<file path="config.mk">
export PLATFORM = sky130hd
export DESIGN_NAME = seqdet_arbiter
export DESIGN_NICKNAME = d
export VERILOG_FILES = /design/src/rtl/seqdet_pkg.sv /design/src/rtl/seqdet_core.sv /design/src/rtl/seqdet_arbiter.sv
export SDC_FILE = /design/constraint.sdc
export NUM_CORES = 1
export LEC_CHECK = 0
export BUFFER_PORTS_ARGS = -buffer_cell sky130_fd_sc_hd__buf_2
export CORE_MARGIN = 3
export CORE_UTILIZATION = 45
export DETAILED_ROUTE_END_ITERATION = 10
export PLACE_DENSITY_LB_ADDON = 0.25
export SLEW_MARGIN = 20
export SYNTH_ARGS = -nofsm -noshare
export SYNTH_HDL_FRONTEND = slang
export SYNTH_SLANG_ARGS = --single-unit
</file>
<file path="constraint.sdc">
create_clock -name clk_i -period 2.48 [get_ports clk_i]
set_input_delay 0.372 -clock clk_i [delete_from_list [all_inputs] [get_ports clk_i]]
set_output_delay 0.372 -clock clk_i [all_outputs]
set_load 0.01 [all_outputs]
</file>
<file path="src/rtl/seqdet_pkg.sv">
// Shared types and default sizing for the round-robin shared "101" detector.
package seqdet_pkg;

    localparam int unsigned DefNreq = 4;
    localparam int unsigned DefDw   = 8;

    typedef enum logic [1:0] {
        StIdle  = 2'd0,
        StShift = 2'd1,
        StDone  = 2'd2
    } state_e;

    typedef enum logic [1:0] {
        DetS0 = 2'd0,
        DetS1 = 2'd1,
        DetS2 = 2'd2
    } det_state_e;

endpackage

</file>
<file path="src/rtl/seqdet_core.sv">
// Bit-serial overlapping "101" Mealy detector; advances on en_i, clr_i returns it to S0.
module seqdet_core
    import seqdet_pkg::*;
(
    input  logic clk_i,
    input  logic rst_ni,
    input  logic clr_i,
    input  logic en_i,
    input  logic x_i,
    output logic hit_o
);

    det_state_e state_q, state_d;

    always_comb begin
        state_d = state_q;
        if (clr_i) begin
            state_d = DetS0;
        end else if (en_i) begin
            unique case (state_q)
                DetS0:   state_d = x_i ? DetS1 : DetS0;
                DetS1:   state_d = x_i ? DetS1 : DetS2;
                DetS2:   state_d = x_i ? DetS1 : DetS0;
                default: state_d = DetS0;
            endcase
        end
    end

    assign hit_o = (state_q == DetS2) && x_i;

    always_ff @(posedge clk_i or negedge rst_ni) begin
        if (!rst_ni) begin
            state_q <= DetS0;
        end else begin
            state_q <= state_d;
        end
    end

endmodule

</file>
<file path="src/rtl/seqdet_arbiter.sv">
// Round-robin arbiter sharing one serial "101" detector between NREQ byte-wide requesters.
module seqdet_arbiter
    import seqdet_pkg::*;
#(
    parameter int unsigned NREQ = DefNreq,
    parameter int unsigned DW   = DefDw,
    localparam int unsigned CW  = $clog2(DW),
    localparam int unsigned IdW = $clog2(NREQ)
) (
    input  logic                 clk_i,
    input  logic                 rst_ni,
    input  logic [NREQ-1:0]      req_i,
    input  logic [NREQ*DW-1:0]   data_i,
    output logic [NREQ-1:0]      gnt_o,
    output logic                 busy_o,
    output logic                 done_o,
    output logic [IdW-1:0]       done_id_o,
    output logic [CW-1:0]        match_cnt_o
);

    state_e          state_q, state_d;
    logic [IdW-1:0]  ptr_q, ptr_d;
    logic [IdW-1:0]  id_q, id_d;
    logic [DW-1:0]   shreg_q, shreg_d;
    logic [CW-1:0]   bitcnt_q, bitcnt_d;
    logic [CW-1:0]   cnt_q, cnt_d;
    logic [NREQ-1:0] gnt_q, gnt_d;
    logic            busy_q, busy_d;
    logic            done_q, done_d;

    logic            pick_valid;
    logic [IdW-1:0]  pick_sel;
    logic [IdW-1:0]  cand;
    logic            det_clr, det_en, det_hit;
    logic [DW-1:0]   words [NREQ];

    for (genvar g = 0; g < NREQ; g++) begin : g_words
        assign words[g] = data_i[g*DW +: DW];
    end

    // First requester at or after ptr+1, wrapping around.
    always_comb begin
        pick_valid = 1'b0;
        pick_sel   = '0;
        cand       = '0;
        for (int unsigned k = 1; k <= NREQ; k++) begin
            cand = IdW'((32'(ptr_q) + k) % NREQ);
            if (!pick_valid && req_i[cand]) begin
                pick_valid = 1'b1;
                pick_sel   = cand;
            end
        end
    end

    seqdet_core u_core (
        .clk_i  (clk_i),
        .rst_ni (rst_ni),
        .clr_i  (det_clr),
        .en_i   (det_en),
        .x_i    (shreg_q[0]),
        .hit_o  (det_hit)
    );

    always_comb begin
        state_d  = state_q;
        ptr_d    = ptr_q;
        id_d     = id_q;
        shreg_d  = shreg_q;
        bitcnt_d = bitcnt_q;
        cnt_d    = cnt_q;
        gnt_d    = '0;
        busy_d   = busy_q;
        done_d   = done_q;
        det_clr  = 1'b0;
        det_en   = 1'b0;
        unique case (state_q)
            StIdle: begin
                if (pick_valid) begin
                    gnt_d    = NREQ'(1) << pick_sel;
                    shreg_d  = words[pick_sel];
                    id_d     = pick_sel;
                    bitcnt_d = '0;
                    cnt_d    = '0;
                    busy_d   = 1'b1;
                    det_clr  = 1'b1;
                    state_d  = StShift;
                end
            end
            StShift: begin
                det_en   = 1'b1;
                shreg_d  = shreg_q >> 1;
                bitcnt_d = bitcnt_q + CW'(1);
                if (det_hit) begin
                    cnt_d = cnt_q + CW'(1);
                end
                if (bitcnt_q == CW'(DW - 1)) begin
                    state_d = StDone;
                end
            end
            StDone: begin
                // Two cycles here: one to raise done, one to drop done and busy together.
                if (!done_q) begin
                    done_d = 1'b1;
                    ptr_d  = id_q;
                end else begin
                    done_d  = 1'b0;
                    busy_d  = 1'b0;
                    state_d = StIdle;
                end
            end
            default: state_d = StIdle;
        endcase
    end

    always_ff @(posedge clk_i or negedge rst_ni) begin
        if (!rst_ni) begin
            state_q  <= StIdle;
            ptr_q    <= IdW'(NREQ - 1);
            id_q     <= '0;
            shreg_q  <= '0;
            bitcnt_q <= '0;
            cnt_q    <= '0;
            gnt_q    <= '0;
            busy_q   <= 1'b0;
            done_q   <= 1'b0;
        end else begin
            state_q  <= state_d;
            ptr_q    <= ptr_d;
            id_q     <= id_d;
            shreg_q  <= shreg_d;
            bitcnt_q <= bitcnt_d;
            cnt_q    <= cnt_d;
            gnt_q    <= gnt_d;
            busy_q   <= busy_d;
            done_q   <= done_d;
        end
    end

    assign gnt_o       = gnt_q;
    assign busy_o      = busy_q;
    assign done_o      = done_q;
    assign done_id_o   = id_q;
    assign match_cnt_o = cnt_q;

endmodule
</file>
# == Word-level counts from Yosys, hierarchy flattened ==
# Index checks and enable logic that the tools add are counted.
# W data, S select, Z words.
# word_totals
reg_bits,28
# classes
n_reduce_logical,19
eq_ne,9
shift,1
addsub,6
n_lt_le_gt_ge,5
n_mux,43
n_bitwise,2
# ops
op,n
$mux W8,3
$mux W2,10
$bmux W8 S2,1
$pmux W8 S2,1
$mux W1,15
$lt A2 B3 Y1 const B,4
$pmux W3 S2,2
$reduce_and A3 Y1,3
$bmux W1 S2,4
$mux W4,2
$ne A2 B2 Y1 const B,4
$add A3 B1 Y3 const B,2
$mux W3,2
$pmux W2 S3,1
$reduce_and A2 Y1,3
$reduce_bool A2 Y1,3
$add A2 B1 Y2 const B,2
$add A2 B2 Y2 const B,2
$eq A2 B1 Y1 const B,2
$eq A2 B2 Y1 const B,2
$logic_and A1 B1 Y1,4
$logic_not A2 Y1,2
$pmux W2 S2,1
$shl A1 B2 Y4 const A,1
7 further kinds,9

# == Depth between registers and ports, before layout ==
# Gate-level depths: netlist of run 1.
# depth
word_depth,19
mapped_depth,7
ltp_nobuf,5

# == Hierarchy ==
# A second synthesis of run 1 with hierarchy kept.
# hier_totals
cells_unflattened,172
area_unflattened_um2,1657.8
# modules_own_cells
module,seq_area_each_um2,area_each_um2,instances,cells_per_inst
seqdet_arbiter,653.1,1551.5,1,162
seqdet_core,50.0,106.4,1,10

# == Worst setup path before layout of run 1 ==
# Ideal clock, no wire load.
# synth_path
kind,register to register
startpoint,register ptr_q[1]
endpoint,register shreg_q[1]
stages_incl_launch_ff,8
arrival_time_ps,1600
required_ps,2341
period_less_slack_ps,1739
path_slack_ps,741
n_path_buf,2
path_cell_list,dfstp_2 buf_6 mux2i_1 o21ai_2 nor2_8 buf_12 mux2i_1 o221ai_1
# synth_between
elab_chain_cells,19
elab_cells_between_ends,34
classes_between,4 x add/sub; 1 x eq/ne; 21 x mux; 1 x bitwise; 7 x reduce/logical
# synth_lines
item,line,source
from (decl),seqdet_arbiter.sv:22,"logic [IdW-1:0] ptr_q, ptr_d;"
from (signal assigned),seqdet_arbiter.sv:118,ptr_q <= IdW'(NREQ - 1);
from (signal assigned),seqdet_arbiter.sv:128,ptr_q <= ptr_d;
$add A2 B1 Y2,seqdet_arbiter.sv:47,cand = IdW'((32'(ptr_q) + k) % NREQ);
$bmux W1 S2,seqdet_arbiter.sv:48,if (!pick_valid && req_i[cand]) begin
$mux W1 (implied by the code),seqdet_arbiter.sv:48,
$mux W1,seqdet_arbiter.sv:48,
$logic_not A1 Y1,seqdet_arbiter.sv:48,
$logic_and A1 B1 Y1,seqdet_arbiter.sv:48,
$mux W1,seqdet_arbiter.sv:48,
$logic_not A1 Y1,seqdet_arbiter.sv:48,
(+2 left out),n/a,
$logic_not A1 Y1,seqdet_arbiter.sv:48,
$logic_and A1 B1 Y1,seqdet_arbiter.sv:48,
$mux W2,seqdet_arbiter.sv:48,
$not A2 Y3 (implied by the code),seqdet_arbiter.sv:80,shreg_d = words[pick_sel];
$bmux W8 S2,seqdet_arbiter.sv:80,
$mux W8 (implied by the code) (2 in a row),seqdet_arbiter.sv:80,
$mux W8,seqdet_arbiter.sv:78,if (pick_valid) begin
$pmux W8 S2,seqdet_arbiter.sv:76,unique case (state_q)
to (signal assigned),seqdet_arbiter.sv:130,shreg_q <= shreg_d;
to (decl),seqdet_arbiter.sv:24,"logic [DW-1:0] shreg_q, shreg_d;"
# Parallel ways exist; a longest one is shown, timed or not. The select of a mux whose other input is x is not followed.
# A chain may end at the register's enable or synchronous reset.

# == Worst setup path after layout of run 1 ==
# layout_path
startpoint,register ptr_q[1]
endpoint,register shreg_q[7]
# The elaborated chain is that of the path after synthesis.

==> results.md, run 1 <==
* Core Box Area at 3100 µm²
* Post-Route Hold Slack at 0.0376 ns
* Series of cell instances along the critical path: mux2i_1 > o21ai_2 > nor2_8 > o221ai_1 > a32o_1
* Number of hold buffers added after CTS at 0
* Largest net degree at the start of global routing at 29
* Portion of the post-synthesis area used by sequential elements at 0.470
* Via count of the routed design at 1225
* Endpoints failing hold at 0
* Avg Synthesized Cell Area at 11.4 µm²
* Final critical-path required period at ~1.9 ns
* Gate count of the mapped netlist at about 130
* Post-CTS setup buffer count at 0
* Total power density per cell area at around 1000 nW/µm²
* Count of buffers from port buffering at between 40 and 50
* Count of distinct cell types in the synthesized netlist at 41
* Share of flip-flops with an asynchronous set or reset after synthesis at 1.00
* Worst setup timing slack at the placement stage at 0.533 ns
* Count of instances resized after the clock tree is built at 0
* Remaining Overflow, GRT at 0
* Top cells by area in the synthesized netlist: dfrtp_1, mux2i_1, o221ai_1, a22oi_1, dfstp_2
* Total die area at approximately 4100 µm²
* Layout cells sized above 1 at 0.374
* Critical path launch point type: register
* Arrival time of data at the critical path endpoint at 2.15 ns
* Post-synthesis cell area at between 1000 and 1500 µm²
* Achievable Freq at 523 MHz
* Post-detailed-route via-to-cell ratio at 5.49
* Cell type of the slowest stage on the worst timing path: dfstp_2
* Global-route usage over all layers at 0.165
* Final Worst Setup Slack at about 0.57 ns
* Total routed wirelength at 3190 µm
* Per-cell routed wire length at approximately 14 µm
* H-tree depth at 1
* First-pass iteration count of the detailed router at 4
* Placed cell areas at 1750 µm²
* Most common flop cell mapped by yosys: dfrtp_1
* Kind of cell adding the most delay to the critical path: flip-flops
* TritonCTS clock tree: built
* Clock-pin slew of the registers on the worst-case setup and hold paths at around 0.15 ns
* MaxCap Viol Count at 0
* Buf/Inv on CP at 0
* Detailed placement HPWL at 2450 µm
* Starting density of the core at 0.482
* Share of the cycle needed by the critical path after routing at 0.771
* Static leakage power at around 0.9 nW
* Root buffer cell: clkbuf_4
* Hold/Removal Path Class: in2async
* Synth-to-layout area growth at 18.8%
* Number of clock sinks seen by CTS at 28
* Actual transition at the worst max-transition pin at 0.671 ns
* Final instance area at 1780 µm²
* Via count of the first global-routing pass at approximately 1200
* Gp weighted congestion at 0.799
* Post-synth EDFFs at 0
* Data required, critical path at between 2 and 3 ns
* Cell type with the largest total area after synthesis: dfrtp_1
* Final net count at roughly 220
* Maximum fanout count along the critical path at 18
* Class of the most critical setup path: reg2reg
* Worst voltage drop across the vdd grid at between 400 and 500 µV
* Pins over their slew limit at 0
* Setup TNS at 0 ns
* Die Height at around 64 µm
* Flops & latches, synth at 28
* Kind of capture point of the worst setup path: register
* Setup repair after global routing missed its margin: no
* Antenna viol nets, final at 0
* Horizontal die dimension at roughly 64 µm
* Layout fillers at around 310
* Source of the worst register-to-register timing path: ptr_q[1]$_DFFE_PN1P_
* Worst setup path start: ptr_q[1]$_DFFE_PN1P_
* Number of antenna violations at the first check in global routing at 0
* Number of remaining DRC errors at 0
* Fin Clk Skew at 0.00770 ns
* I/O Pins at 49
* Post-synth top area share at 0.435
* Yosys warning total at 0
* Drt first-iter violations at 39
* Number of endpoints failing setup at the final stage at 0
* Slowest cell delay on critical path at roughly 0.63 ns
* Total nets after synthesis at approximately 170
* Total instance count after detailed placement at 219
* Worst-case headroom to the max-slew limit at 0.548
* Antenna diode instance count at 0
* Core Rows at 20
* Insertion delay of the later-clocked pin in the worst-skew pair at ~0.33 ns
* Number of standard cells in the final layout excluding fillers at between 200 and 250
* Inserted Clock Buffers at 3
* Outcome: complete, no violations
* First-pass GRT wire length at 5320 µm
* Largest buffer count on any clock path at 2
==> cells in the final DEF, fill, tap and decap left out, types with 4 or more instances in the layout <==
cell / count
buf_2: 48
dfrtp_1: 26
mux2i_1: 16
nor2_1: 10
o221ai_1: 8
inv_1: 7
a22oi_1: 7
o21ai_0: 6
a21oi_1: 5
nand2_1: 4
==> state kept, by name, indices dropped and copies added (netlist names) <==
name,cells
bitcnt_q,3
busy_o,1
done_id_o,2
done_o,1
gnt_o,4
match_cnt_o,3
ptr_q,2
shreg_q,8
state_q,2
u_core.state_q,2
==> power breakdown <==
part           switching [mW]  internal, mW  total, mW
Clock                   0.129        0.0630      0.192
Combinational           0.420         0.396      0.816
Sequential              0.153         0.639      0.792
Total                   0.702          1.10       1.80
==> worst reg2reg max path, delay by kind of cell, from the launching register on <==
family          cells  cell delay (ns)
flops               1             0.63
compound gates      3             0.62
simple gates        1             0.32
mux                 1             0.27
==> layout make-up <==
| type | count | area, µm² | area share |
|---|---|---|---|
| well taps | 44 | 55.1 | 0.0310 |
| inverters | 7 | 26.3 | 0.0148 |
| flip-flops and latches | 28 | 703 | 0.395 |
| repair buffers | 49 | 248 | 0.139 |
| multi-input cells | 91 | 719 | 0.405 |
| clock buffers | 4 | 26.3 | 0.0148 |
==> synth_stat cells (2+ instances only) <==
cell type,number
nand3b_1,2
dfrtp_1,26
a22o_1,2
mux2_2,3
nor2_1,10
o21ai_0,6
ha_1,3
inv_1,7
dfstp_2,2
nand2_1,4
nand2b_1,2
a21oi_1,5
a22oi_1,7
o221ai_1,8
a32o_1,3
mux2i_1,16
==> layer usage <==
metal,vias up,part of all wire,track usage
li1,585,-,-
met1,603,0.43,0.206
met2,31,0.52,0.282
met3,6,0.044,0.0303
met4,0,0.015,0.0647
met5,-,0,0
==> path summary, 6_finish.rpt <==
kind | depth (start not counted) | slack, ns | end
min | 1 | 0.04 | done_id_o[1]$_DFFE_PN0P_
max | 5 | 0.57 | shreg_q[7]$_DFFE_PN0P_
min reg2reg | 1 | 0.50 | match_cnt_o[2]$_DFFE_PN0P_
min in group clk_i | 3 | 0.36 | shreg_q[6]$_DFFE_PN0P_
max reg2reg | 5 | 0.57 | shreg_q[7]$_DFFE_PN0P_
max in group asynchronous | 1 | 2.04 | u_core.state_q[0]$_DFFE_PN0P_
==> through the flow <==
| stage | util | power, mW |
|---|---|---|
| 2_1_floorplan | - | 1.43 |
| 3_3_place_gp | 0.565 | 1.58 |
| 3_5_place_dp | 0.565 | 1.63 |
| 4_1_cts | 0.573 | 1.82 |
| 5_1_grt | 0.573 | 1.95 |
| 6_report | 0.573 | 1.80 |
==> cell families (layout without fill, tap and decap cells) <==
kind of cell	count (synthesis)	after routing	synth area share
buffers and inverters	12	60	0.0493
xor gates and xnor gates	1	1	0.00585
DFF	28	28	0.470
AOI/OAI and AO/OA	43	43	0.224
and+or+nand+nor	25	25	0.0962
muxes	19	19	0.130
adders and majority gates	3	3	0.0251
(Power assumes the default switching activity.)
==> run 2: changes to the inputs <==
- clock period: 2.48 -> 1.7 ns (I/O delays scaled with it)
==> results.md, run 2 (synthesized netlist as in run 1, its figures left out) <==
* Antenna diode instance count at 0
* Via count of the routed design at ~1300
* Total die area at a little over 4000 µm²
* Actual transition at the worst max-transition pin at between 0.6 and 0.7 ns
* Layout fillers at about 270
* Fin Clk Skew at roughly 0.0085 ns
* Total routed wirelength at between 3000 and 4000 µm
* Insertion delay of the later-clocked pin in the worst-skew pair at 0.34 ns
* I/O Pins at 49
* Number of antenna violations at the first check in global routing at 0
* Achievable Freq at 574 MHz
* Reg with most FFs: shreg_q
* Global-route usage over all layers at 0.164
* Kind of capture point of the worst setup path: register
* Total power density per cell area at 1560 nW/µm²
* Count of buffers from port buffering at 48
* Share of the cycle needed by the critical path after routing at 1.03
* Source of the worst register-to-register timing path: ptr_q[1]$_DFFE_PN1P_
* Via count of the first global-routing pass at 1208
* Number of clock sinks seen by CTS at 28
* Largest net degree at the start of global routing at 29
* Static leakage power at 0.971 nW
* Placed cell areas at between 1500 and 2000 µm²
* Drt first-iter violations at 34
* Slowest cell delay on critical path at a little over 0.6 ns
* Multi-input logic area at approximately 750 µm²
* Final Worst Setup Slack at -0.0435 ns
* Most used cells in the layout excluding fill and tap cells: buf_2, dfrtp_1, mux2i_1
* FF/Latch Area at approximately 700 µm²
* Class of the most critical setup path: reg2reg
* Per-cell routed wire length at between 10 and 15 µm
* Hold path startpoint: data_i[8]
* Most common library cell in the layout ignoring fill and taps: buf_2
* Remaining Overflow, GRT at 0
* Final net count at 230
* Arrival time of data at the critical path endpoint at a little under 2 ns
* Total instance count after detailed placement at around 220
* Detailed placement HPWL at about 2400 µm
* Buf/Inv on CP at 1
* Number of endpoints failing setup at the final stage at 7
* Starting density of the core at 0.482
* First-pass iteration count of the detailed router at 4
* Core Box Area at between 3000 and 4000 µm²
* Clock-pin slew of the registers on the worst-case setup and hold paths at ~0.15 ns
* Max reg flops at 8
* Largest buffer count on any clock path at 2
* Outcome: finished with violations
* Post-Route Hold Slack at ~0.22 ns
* Inserted Clock Buffers at 3
* Kind of cell adding the most delay to the critical path: flip-flops
* Worst setup path start: ptr_q[1]$_DFFE_PN1P_
* Maximum fanout count along the critical path at 8
* MaxCap Viol Count at 0
* Synth-to-layout area growth at 29.2%
* Series of cell instances along the critical path: mux2i_4 > o21ai_4 > nor2_8 > buf_12 > mux2i_1 > o221ai_1
* Core Rows at 20
* Root buffer cell: clkbuf_4
* H-tree depth at 1
* Final instance area at roughly 1900 µm²
* TritonCTS clock tree: built
* Number of standard cells in the final layout excluding fillers at between 200 and 250
* Worst-case headroom to the max-slew limit at 0.581
* First-pass GRT wire length at 5310 µm
* Layout cells sized above 1 at 0.420
* Antenna viol nets, final at 0
* Violations in the final reports: setup timing
* Number of remaining DRC errors at 0
* Post-detailed-route via-to-cell ratio at 5.42
* Critical path launch point type: register
* Setup repair after global routing missed its margin: yes
* Pins over their slew limit at 0
* Hold/Removal Path Class: in2reg
* Worst voltage drop across the vdd grid at a little over 600 µV
* Cell type of the slowest stage on the worst timing path: dfstp_2
* Data required, critical path at approximately 1.9 ns
* Gp weighted congestion at ~0.83
* Final critical-path required period at 1.74 ns
* Endpoints failing hold at 0
* Die Height at around 64 µm
* Horizontal die dimension at between 60 and 70 µm
==> run 2: changes by cell type in the layout (fill, tap and decap cells not counted) <==
cell           change
a211oi_1           -1
a211oi_2           +1
buf_12             +1
buf_4              +6
bufinv_16          +1
clkbuf_1           -1
clkbuf_16          +1
dlygate4sd3_1      +1
mux2i_1            -2
mux2i_2            +1
mux2i_4            +1
o21ai_2            -1
o21ai_4            +1
==> run 2: timing repair <==
item | CTS | global route
buffers inserted | 2 | 0
gates resized for setup | 0 | 4
endpoints found under the setup margin | 8 | 8
endpoints found under the hold margin | 26 | 0
gates cloned | 0 | 1
pin swaps | 2 | 4
hold buffers | 1 | 0
==> run 2: routing by layer <==
layer  GRT usage  vias up  wire (µm)
li1            -      608          -
met1       0.203      608       1490
met2       0.291       34       1690
met3      0.0267        7        157
met4      0.0485        0         58
met5           0        -          0
==> run 2: tightest hold or removal path: cells and delay by family <==
kind	cells	cell delay (ns)
muxes	1	0.05
buffers and inverters	1	0.07
AOI/OAI and AO/OA	1	0.15
==> run 2: final cells by class <==
class	count	share of cell area
Clock buffer	3	0.0117
Clock inverter	1	0.0155
Inverter	7	0.0136
Multi-Input combinational cell	91	0.387
Sequential cell	28	0.364
Tap cell	44	0.0285
Timing Repair Buffer	58	0.180
==> run 2: where the power goes <==
group | switching [mW] | leakage (nW) | internal (mW)
Clock | 0.200 | 0.0279 | 0.239
Combinational | 0.692 | 0.589 | 0.753
Sequential | 0.202 | 0.355 | 0.931
==> run 2: worst paths after layout <==
path,endpoint,slack (ns),cells after the start
max in group asynchronous,state_q[0]$_DFFE_PN0P_,0.85,2
hold reg to reg,match_cnt_o[2]$_DFFE_PN0P_,0.47,1
hold / removal,shreg_q[0]$_DFFE_PN0P_,0.22,3
min in group asynchronous,done_id_o[0]$_DFFE_PN0P_,0.45,2
setup reg to reg,shreg_q[5]$_DFFE_PN0P_,-0.04,6
setup / recovery,shreg_q[5]$_DFFE_PN0P_,-0.04,6
==> run 2: per-stage QoR <==
| step | TNS [ns] | util | setup WS, ns | power (mW) |
|---|---|---|---|---|
| 2_1_floorplan | -0.184 | - | -0.0263 | 2.09 |
| 3_5_place_dp | -0.303 | 0.582 | -0.0746 | 2.46 |
| 3_3_place_gp | -0.000450 | 0.582 | -0.000450 | 2.41 |
| 4_1_cts | -0.0250 | 0.607 | -0.0185 | 2.93 |
| 5_1_grt | -0.855 | 0.623 | -0.125 | 3.22 |
| 6_report | -0.202 | 0.623 | -0.0435 | 3.02 |
